`config.mk`:
```
export PLATFORM = sky130hd
export DESIGN_NAME = mem_arbiter
export DESIGN_NICKNAME = d
export VERILOG_FILES = /design/src/rtl/cpu_types_pkg.sv /design/src/rtl/mem_arbiter.sv
export SDC_FILE = /design/constraint.sdc
export NUM_CORES = 1
export LEC_CHECK = 0
export CAP_MARGIN = 5
export CORE_MARGIN = 5
export CORE_UTILIZATION = 43
export CTS_CLUSTER_SIZE = 16
export DETAILED_ROUTE_END_ITERATION = 16
export PLACE_DENSITY = 0.78
export SYNTH_ARGS = -nofsm -noshare
export SYNTH_HDL_FRONTEND = slang
export SYNTH_SLANG_ARGS = --single-unit
```
`constraint.sdc`:
```
create_clock -name CLK -period 2.6 [get_ports CLK]
set_clock_uncertainty 0.05 [all_clocks]
set_input_delay 0.39 -clock CLK [delete_from_list [all_inputs] [get_ports CLK]]
set_output_delay 0.39 -clock CLK [all_outputs]
set_load 0.01 [all_outputs]
```
`src/rtl/cpu_types_pkg.sv`:
```
// Shared CPU-side types: machine word, RAM handshake state, memory arbiter FSM states.
// Latency: n/a (types only).
// Backpressure: n/a (types only).
package cpu_types_pkg;

    typedef logic [31:0] word_t;

    // Status reported by the RAM model for the access currently being driven.
    typedef enum logic [1:0] {
        FREE   = 2'd0,
        BUSY   = 2'd1,
        ACCESS = 2'd2,
        ERROR  = 2'd3
    } ramstate_t;

    // Arbiter sequencing: one access state and one response state per requester.
    typedef enum logic [2:0] {
        IDLE   = 3'd0,
        ACC_I  = 3'd1,
        ACC_D  = 3'd2,
        RESP_I = 3'd3,
        RESP_D = 3'd4
    } arb_state_t;

endpackage

```
`src/rtl/mem_arbiter.sv`:
```
// Shares one RAM port between instruction fetch (imem) and data (dmem); data wins, starvation-bounded.
// Latency: hit two cycles after an IDLE grant when RAM answers ACCESS at once; +1 per BUSY cycle.
// Backpressure: requesters hold iREN/dREN/dWEN until their one-cycle hit; RAM stalls via ramstate BUSY.
//
// Ports:
//   CLK, RST                         clock, synchronous active-high reset
//   iREN, iaddr / iload, ihit        instruction read request and registered completion
//   dREN, dWEN, daddr, dstore        data request (dWEN wins if both set)
//   dload, dhit                      registered data read value and completion pulse
//   ramREN, ramWEN, ramaddr,         RAM command, decoded from state and latched request
//   ramstore / ramload, ramstate     RAM data and handshake status
//   timeout_err                      sticky flag: some access timed out and was retried
//   busy                             arbiter not in IDLE
module mem_arbiter
    import cpu_types_pkg::*;
#(
    parameter int STARVE_LIMIT = 4,
    parameter int TIMEOUT      = 64
) (
    input  logic        CLK,
    input  logic        RST,
    input  logic        iREN,
    input  logic [31:0] iaddr,
    output logic [31:0] iload,
    output logic        ihit,
    input  logic        dREN,
    input  logic        dWEN,
    input  logic [31:0] daddr,
    input  logic [31:0] dstore,
    output logic [31:0] dload,
    output logic        dhit,
    output logic        ramREN,
    output logic        ramWEN,
    output logic [31:0] ramaddr,
    output logic [31:0] ramstore,
    input  logic [31:0] ramload,
    input  ramstate_t   ramstate,
    output logic        timeout_err,
    output logic        busy
);

    localparam int SW = $clog2(STARVE_LIMIT + 1);
    localparam int WW = (TIMEOUT > 1) ? $clog2(TIMEOUT) : 1;

    arb_state_t    state;
    arb_state_t    next_state;
    logic [SW-1:0] starve_cnt;
    logic [WW-1:0] wait_cnt;
    word_t         addr_q;
    word_t         store_q;
    logic          wen_q;

    logic          dgrant;
    logic          wait_done;
    logic          in_access;

    // Data wins unless the instruction side has already lost STARVE_LIMIT grants in a row.
    assign dgrant    = (dREN | dWEN) && !(iREN && (starve_cnt == SW'(STARVE_LIMIT)));
    assign wait_done = (wait_cnt == WW'(TIMEOUT - 1));
    assign in_access = (state == ACC_I) || (state == ACC_D);
    assign busy      = (state != IDLE);

    always_comb begin
        next_state = state;
        case (state)
            IDLE: begin
                if (dgrant) begin
                    next_state = ACC_D;
                end else if (iREN) begin
                    next_state = ACC_I;
                end
            end
            ACC_I, ACC_D: begin
                if (ramstate == ACCESS) begin
                    next_state = (state == ACC_I) ? RESP_I : RESP_D;
                end else if ((ramstate == ERROR) || wait_done) begin
                    // Abort: the still-held request is re-arbitrated from IDLE.
                    next_state = IDLE;
                end
            end
            RESP_I, RESP_D: next_state = IDLE;
            default:        next_state = IDLE;
        endcase
    end

    // RAM command is a pure decode so it drops the same cycle the state leaves ACC_x.
    always_comb begin
        ramREN   = 1'b0;
        ramWEN   = 1'b0;
        ramaddr  = '0;
        ramstore = '0;
        case (state)
            ACC_I: begin
                ramREN  = 1'b1;
                ramaddr = addr_q;
            end
            ACC_D: begin
                ramREN   = !wen_q;
                ramWEN   = wen_q;
                ramaddr  = addr_q;
                ramstore = store_q;
            end
            default: begin
                ramREN   = 1'b0;
                ramWEN   = 1'b0;
            end
        endcase
    end

    always_ff @(posedge CLK) begin
        if (RST) begin
            state       <= IDLE;
            starve_cnt  <= '0;
            wait_cnt    <= '0;
            addr_q      <= '0;
            store_q     <= '0;
            wen_q       <= 1'b0;
            ihit        <= 1'b0;
            dhit        <= 1'b0;
            iload       <= '0;
            dload       <= '0;
            timeout_err <= 1'b0;
        end else begin
            state <= next_state;
            ihit  <= (next_state == RESP_I);
            dhit  <= (next_state == RESP_D);

            // Grant: capture the winner's request so mid-access input changes are ignored.
            if (state == IDLE) begin
                if (next_state == ACC_D) begin
                    addr_q  <= daddr;
                    store_q <= dstore;
                    wen_q   <= dWEN;
                    if (!iREN) begin
                        starve_cnt <= '0;
                    end else if (starve_cnt != SW'(STARVE_LIMIT)) begin
                        starve_cnt <= starve_cnt + SW'(1);
                    end
                end else if (next_state == ACC_I) begin
                    addr_q     <= iaddr;
                    store_q    <= '0;
                    wen_q      <= 1'b0;
                    starve_cnt <= '0;
                end
            end

            if (in_access) begin
                if (next_state != state) begin
                    wait_cnt <= '0;
                end else begin
                    wait_cnt <= wait_cnt + WW'(1);
                end

                if (ramstate == ACCESS) begin
                    if (state == ACC_I) begin
                        iload <= ramload;
                    end else if (!wen_q) begin
                        dload <= ramload;
                    end
                end else if ((ramstate != ERROR) && wait_done) begin
                    timeout_err <= 1'b1;
                end
            end
        end
    end

endmodule

```
; Word-level counts from Yosys, hierarchy flattened
; Cells that the tools add are included.
[classes]
addsub = 2
n_eq_ne = 14
muxes = 21
bitwise_logic = 4
reduce_logical = 16
[op_table]
columns = operator, n
row1 = 32-bit two-way mux, 6
row2 = 3-bit two-way mux, 9
row3 = 3-bit by 2-bit == test with 1-bit output (second input constant), 3
row4 = 3-bit AND reduction, 3
row5 = 6-bit by 1-bit adder with 6-bit output (second input constant), 1
row6 = 3-bit by 1-bit == test with 1-bit output (second input constant), 2
row7 = 3-bit == test (second input constant), 2
row8 = 6-bit == test (second input constant), 1
row9 = 6-bit two-way mux, 1
row10 = 3-bit one-hot mux with 2 select lines, 1
row11 = 2-bit == test (second input constant), 2
row12 = 4-bit AND reduction, 1
row13 = 3-bit by 1-bit adder with 3-bit output (second input constant), 1
row14 = 1-bit logical AND, 3
row15 = 3-bit zero test, 1
row16 = 1-bit two-way mux, 3
row17 = 3-bit by 2-bit inequality test with 1-bit output (second input constant), 1
row18 = 3-bit inequality test, 1
row19 = 3-bit inequality test (second input constant), 1
row20 = 1-bit inverter, 3
row21 = 3-bit nonzero test, 1
row22 = 1-bit zero test, 2
row23 = 1-bit logical OR, 2
row24 = 2-bit inequality test (second input constant), 1
row25 = 5 further kinds, 5
[totals]
reg_bits = 144
wordCells = 68

; Logic depth before layout (Yosys ltp)
; Gate-level depths: netlist of run 1.
[logic_depth]
depth_word = 9
ltp_mapped = 10

; Least setup slack after synthesis of run 1
; Ideal clock, no wire load.
[synth_timing]
path_kind = register to register
from = reg wait_cnt[0]
to = reg store_q[23]
arrival_time_ps = 2065
slack_ps = 369
path_stages_with_launch = 10
n_path_buf = 3
period_less_slack_ps = 2231
cell_sequence = dfxtp_1 ha_1 nand4_1 o311ai_1 nand4_4 and2_1 buf_2 buf_4 buf_4 a31o_2
[synth_via]
elab_chain_cells = 8
elab_cells_between_ends = 10
[synth_lines]
columns = item, line_no
row1 = from (decl), mem_arbiter.sv:48  ; logic [WW-1:0] wait_cnt;
row2 = from (signal assigned), mem_arbiter.sv:151  ; wait_cnt <= wait_cnt + WW'(1);
row3 = 6-bit == test *, mem_arbiter.sv:59  ; assign wait_done = (wait_cnt == WW'(TIMEOUT - 1));
row4 = 1-bit logical OR *, mem_arbiter.sv:76  ; end else if ((ramstate == ERROR) || wait_done) begin
row5 = 3-bit two-way mux *, mem_arbiter.sv:76
row6 = 3-bit two-way mux *, mem_arbiter.sv:74  ; if (ramstate == ACCESS) begin
row7 = 3-bit one-hot mux with 2 select lines *, mem_arbiter.sv:65  ; case (state)
row8 = 3-bit by 2-bit == test with 1-bit output or 3-bit by 1-bit == test with 1-bit output (tied branches), "mem_arbiter.sv:130, mem_arbiter.sv:139"
row9 = 2-bit nonzero test (no source line), n/a
row10 = 2-bit AND reduction (no source line), n/a
row11 = to (signal assigned), mem_arbiter.sv:132  ; store_q <= dstore;
row12 = to (decl), mem_arbiter.sv:50  ; word_t store_q;
; Every way passes the cells marked *; elsewhere a longest branch is shown, timed or not.
; A chain may end at the register's enable or synchronous reset.

; Final worst setup path of run 1
[layout_timing]
from = reg state[1]
to = out ramREN
[layout_via]
elab_chain_cells = 2
elab_cells_between_ends = 3
[layout_lines]
columns = item, line_no
row1 = from (decl), mem_arbiter.sv:45  ; arb_state_t state;
row2 = from (signal assigned), mem_arbiter.sv:124  ; state <= next_state;
row3 = 3-bit by 2-bit == test with 1-bit output or 3-bit by 1-bit == test with 1-bit output (tied branches), mem_arbiter.sv:92  ; case (state)
row4 = 1-bit one-hot mux with 2 select lines *, mem_arbiter.sv:92
row5 = to (decl), mem_arbiter.sv:32  ; output logic ramREN,
; Marked as above.

==> flow_summary.json, run 1 <==
{
  "status": "complete, no violations",
  "antenna_found_initial": 0,
  "vias": 6147,
  "synthTopCellsByArea": "dfxtp_1 (46%), a21oi_1 (8.2%), nand2_1 (8.1%), and2_1 (6.9%), o221a_2 (5.8%)",
  "power.total_mw": 6.03,
  "maxSlewHeadroom": 0.704,
  "cts.sinks": 144,
  "fin_crit_sh": 0.962,
  "final_core_utilization": 0.678,
  "synth-edff-count": 0,
  "syn_nets": 887,
  "grt_overflow": 0,
  "place_worst_setup_slack_ns": 0.176,
  "area_delta_synth_final_pct": 56.4,
  "cts_buffer_depth": 2,
  "coreArea_sq_um": 14400,
  "wl_per_cell_um": 16.6,
  "drt.antenna.violating_nets": 0,
  "crit_type": "reg2out",
  "setup.worst_path.start_class": "register",
  "yosysWarnings": 0,
  "drcViolationCount": 0,
  "synth_cells": 749,
  "worstMarginPinSlew_ns": 0.441,
  "track_usage": 0.224,
  "gp_congestion": 0.880,
  "n_antenna_cell": 0,
  "clkLatencyLatePin_ns": 0.42,
  "peakVddDrop_mv": 0.479,
  "final_common_cell": "clkdlybuf4s50_1",
  "synth_top_area_cell": "dfxtp_1",
  "synth.top_cell.area_share": 0.461,
  "port_buffers": 268,
  "maxCapViolations": 0,
  "setup_viol": 0,
  "worst_ep_required_time_ns": 2.16,
  "syn_area_sq_um": 6250,
  "cts_tree": "built",
  "ys_seq_area_frac": 0.461,
  "final_max_slew_viol_count": 0,
  "numCtsBuffers": 17,
  "p_leak_nw": 3.77,
  "start_util": 0.434,
  "synth_flop_cell": "dfxtp_1",
  "max_freq_mhz": 400,
  "hold_buffers": 0,
  "finalNonFillerCells": 1194,
  "hpwl_um": 13400,
  "worstPathArrival_ns": 2.06,
  "rsz0062_at_grt": "no",
  "grt_pass1_wl_um": 30200,
  "cts_root_buf": "clkbuf_16",
  "nets": 1135,
  "min_period_ns": 2.50,
  "vias_per_cell": 5.15,
  "finalHoldViolCount": 0,
  "die_area_sq_um": 17100,
  "drt-initial-drc-count": 326,
  "hold_ws_ns": 0.369,
  "ys_ff_latch": 144,
  "hold_class": "in2reg",
  "setup_ws_ns": 0.0997,
  "mostFrequentLayoutCells": "clkdlybuf4s50_1 (235), dfxtp_1 (141), nand2_1 (135), a21oi_1 (101), nor2_1 (72)",
  "fp.dieW_um": 131,
  "setup_tns_ns": 0,
  "place_area_sq_um": 9130,
  "placed_cells": 1157,
  "syn_avg_cell_area_sq_um": 8.35,
  "cp_max_fo": 9,
  "grt_start_max_net_pins": 68,
  "firstDrtPassIters": 4,
  "async_flop_share": 0,
  "grt_pass1_vias": 5877,
  "clkTransAtPathRegs_ns": 0.06,
  "p_per_area_nw_per_um2": 617,
  "drive_gt1_frac": 0.129,
  "cp-end-kind": "output pin",
  "htree_num_levels": 4,
  "rows": 44,
  "die-height_um": 131,
  "final_area_sq_um": 9780,
  "finalWirelength_um": 19800,
  "synth_cell_types": 47,
  "io_pins": 269
}
metal layers:
metal  track usage  vias to the layer above  part of all wire  wire length (um)
met4        0.0841                        0             0.022               437
met5             0                        -                 0                 0
met1         0.285                     2829              0.43              8420
li1              -                     3063                 -                 -
met2         0.354                      221              0.46              9100
met3        0.0756                       34             0.091              1810
flip-flops by register name, summed over array words and instances (netlist names):
register and count:
dhit 1, wen_q 1, store_q 32, state 3
starve_cnt 3, addr_q 32, dload 32, timeout_err 1
wait_cnt 6, ihit 1, iload 32
power by group:
part / switching, mW / internal [mW] / total (mW)
Clock: 0.958 / 1.56 / 2.52
Combinational: 0.516 / 0.566 / 1.08
Sequential: 0.0750 / 2.35 / 2.43
final timing paths:
check             slack (ns)  cells past startpoint    endpoint        start
hold / removal          0.37                      2    state[0]          RST
hold reg to reg         0.40                      2    dload[2]     dload[2]
setup / recovery         0.1                      5      ramREN     state[1]
setup reg to reg        0.32                      8  addr_q[13]  wait_cnt[0]
critical path, cell delays in order (launching register included):
cell             delay (ns)
dfxtp_4                0.40
or2b_1                 0.29
buf_4                  0.15
o21a_1                 0.16
nor2_1                 0.08
clkdlybuf4s50_1        0.56
final cells by class:
type / count / area, sq um
fill: 1216 / 4640
multi-input combinational: 537 / 3130
clock buffer: 20 / 457
clock inverter: 12 / 158
sequential: 144 / 2890
inverter: 5 / 18.8
tap: 184 / 230
timing repair buffer: 292 / 2900
timing repair:
| action | in CTS | in global routing |
|---|---|---|
| cloned | 1 | 0 |
| pin swaps | 0 | 1 |
| gates resized for setup | 39 | 0 |
| setup endpoints to repair | 64 | 4 |
| setup buffers | 3 | 1 |
Yosys cell counts (all sizes together) (17+ instances only):
cell and number:
a21oi 102, a31o 33, and2 69, buf 17
clkbuf 46, dfxtp 144, nand2 135, nand2b 36
nor2 73, o221a 32
cell families (layout without fill, tap and decap cells):
family | Yosys count | after routing | synth area share
compound gates | 189 | 189 | 0.220
simple gates | 345 | 345 | 0.266
buf+inv | 68 | 329 | 0.0464
flops | 144 | 144 | 0.461
fa+ha+maj | 3 | 3 | 0.00600
(Power assumes the default switching activity.)
==> inputs of run 2 (changes only) <==
--- a/config.mk
+++ b/config.mk
@@ -5,12 +5,12 @@
 export SDC_FILE = /design/constraint.sdc
 export NUM_CORES = 1
 export LEC_CHECK = 0
-export CAP_MARGIN = 5
+export CAP_MARGIN = 30
 export CORE_MARGIN = 5
 export CORE_UTILIZATION = 43
 export CTS_CLUSTER_SIZE = 16
 export DETAILED_ROUTE_END_ITERATION = 16
-export PLACE_DENSITY = 0.78
+export PLACE_DENSITY = 0.81
 export SYNTH_ARGS = -nofsm -noshare
 export SYNTH_HDL_FRONTEND = slang
 export SYNTH_SLANG_ARGS = --single-unit
==> flow_summary.json, run 2 (same netlist as run 1, synthesis figures left out) <==
{
  "path_delay_family": "buffers and inverters",
  "seqPwrFrac": 0.409,
  "grt_start_max_net_pins": 75,
  "worstPathArrival_ns": 2.00,
  "finalWirelength_um": 20200,
  "hold_buffers": 0,
  "wl_per_cell_um": 17.0,
  "grt_pass1_vias": 6049,
  "crit_type": "reg2out",
  "io_pins": 269,
  "slowest_delay_ns": 0.59,
  "die-height_um": 131,
  "clkTransAtPathRegs_ns": 0.06,
  "crit_buf_inv": 2,
  "mostFrequentLayoutCells": "clkdlybuf4s50_1 (235), dfxtp_1 (141), nand2_1 (135), a21oi_1 (101), nor2_1 (72)",
  "n_antenna_cell": 0,
  "p_int_mw": 4.35,
  "fp.dieW_um": 131,
  "area_delta_synth_final_pct": 54.9,
  "maxCapViolations": 0,
  "drt.antenna.violating_nets": 0,
  "met1_usage": 0.281,
  "firstDrtPassIters": 4,
  "setup.worst_path.start_class": "register",
  "vias": 6234,
  "clkLatencyLatePin_ns": 0.41,
  "grt_pass1_wl_um": 30800,
  "p_sw_mw": 1.58,
  "final_common_cell": "clkdlybuf4s50_1",
  "p_sw_frac": 0.267,
  "finalNonFillerCells": 1188,
  "multi_input_area_sq_um": 3120,
  "finalHoldViolCount": 0,
  "cts_post_setup_buffers_inserted": 0,
  "nets": 1129,
  "setup_viol": 0,
  "track_usage": 0.230,
  "hold_class": "in2reg",
  "final_max_slew_viol_count": 0,
  "min_period_ns": 2.44,
  "power_frac_clock": 0.413,
  "die_area_sq_um": 17100,
  "status": "complete, no violations",
  "worst_ep_required_time_ns": 2.16,
  "antenna_found_initial": 0,
  "placed_cells": 1156,
  "cts_root_buf": "clkbuf_16",
  "peakVddDrop_mv": 0.446,
  "p_per_area_nw_per_um2": 613,
  "max_freq_mhz": 410,
  "worstMarginPinSlew_ns": 0.443,
  "gp_congestion": 0.850,
  "htree_num_levels": 4,
  "crit_chain": "nor3b_4 -> buf_12 -> and2_1 -> clkdlybuf4s50_1",
  "cp-end-kind": "output pin",
  "grt_use_met2": 0.378,
  "coreArea_sq_um": 14400,
  "slowest_stage": "clkdlybuf4s50_1",
  "met3_usage": 0.0772,
  "drive_gt1_frac": 0.124,
  "cts_tree": "built",
  "start_util": 0.434,
  "drt-initial-drc-count": 309,
  "hpwl_um": 13900,
  "seq_area_sq_um": 2890,
  "fin_crit_sh": 0.938,
  "drcViolationCount": 0,
  "cts_buffer_depth": 2,
  "grt_overflow": 0,
  "port_buffers": 268,
  "setup_tns_ns": 0,
  "rsz0062_at_grt": "no",
  "maxSlewHeadroom": 0.705,
  "p_leak_nw": 3.73,
  "cts.sinks": 144,
  "combPwrFrac": 0.178,
  "rows": 44,
  "cp_max_fo": 33,
  "numCtsBuffers": 17,
  "top_usage_layer": "met2",
  "fillers": 1208,
  "vias_per_cell": 5.25
}
run 2: path summary, 6_finish.rpt:
| kind | start | to | slack, ns | depth (start not counted) |
|---|---|---|---|---|
| hold / removal | RST | dhit | 0.36 | 2 |
| hold reg to reg | iload[14] | iload[14] | 0.40 | 2 |
| setup reg to reg | wait_cnt[0] | addr_q[29] | 0.33 | 8 |
| setup / recovery | state[1] | ramWEN | 0.16 | 4 |
run 2: layout make-up:
type,count,share of cell area
multi-input combinational,537,0.322
sequential,144,0.298
timing repair buffer,286,0.293
clock buffer,19,0.0457
tap,184,0.0238
clock inverter,13,0.0156
inverter,5,0.00194
run 2: repair_timing:
action                                  4_1_cts  5_1_grt
pin swaps                                     0        0
gates resized for setup                      35        2
endpoints found under the setup margin       54       30
run 2: layer usage:
| layer | vias up | routed length [um] | share of wire |
|---|---|---|---|
| met5 | - | 0 | 0 |
| met4 | 0 | 494 | 0.024 |
| met3 | 34 | 1970 | 0.098 |
| met2 | 256 | 9470 | 0.47 |
| met1 | 2895 | 8250 | 0.41 |
| li1 | 3049 | - | - |
run 2: through the flow:
step	instance area, sq um	hold WS, ns	setup slack, ns	total power [mW]	util
final	9690	0.358	0.162	5.94	0.672
after global routing	9690	0.364	0.0545	6.18	0.672
after CTS	9680	0.339	0.0182	5.98	0.671
after detailed placement	9120	0.395	0.201	3.55	0.633
after global placement	9120	0.391	0.213	3.53	0.633
after floorplan	6250	0.394	0.369	3.01	-
run 2: power groups by stage:
stage	Combinational, mW	Sequential (mW)	Clock [mW]
after floorplan	0.556	2.46	0
after detailed placement	1.08	2.47	0
final	1.05	2.43	2.45
after global routing	1.14	2.44	2.59
after global placement	1.07	2.47	0
after CTS	1.06	2.43	2.49
==> inputs of run 3 (changes only) <==
--- a/config.mk
+++ b/config.mk
@@ -5,7 +5,7 @@
 export SDC_FILE = /design/constraint.sdc
 export NUM_CORES = 1
 export LEC_CHECK = 0
-export CAP_MARGIN = 30
+export CAP_MARGIN = 20
 export CORE_MARGIN = 5
 export CORE_UTILIZATION = 43
 export CTS_CLUSTER_SIZE = 16
==> results of run 3 <==
Final layout, timing and power as in run 2 (identical DEF).
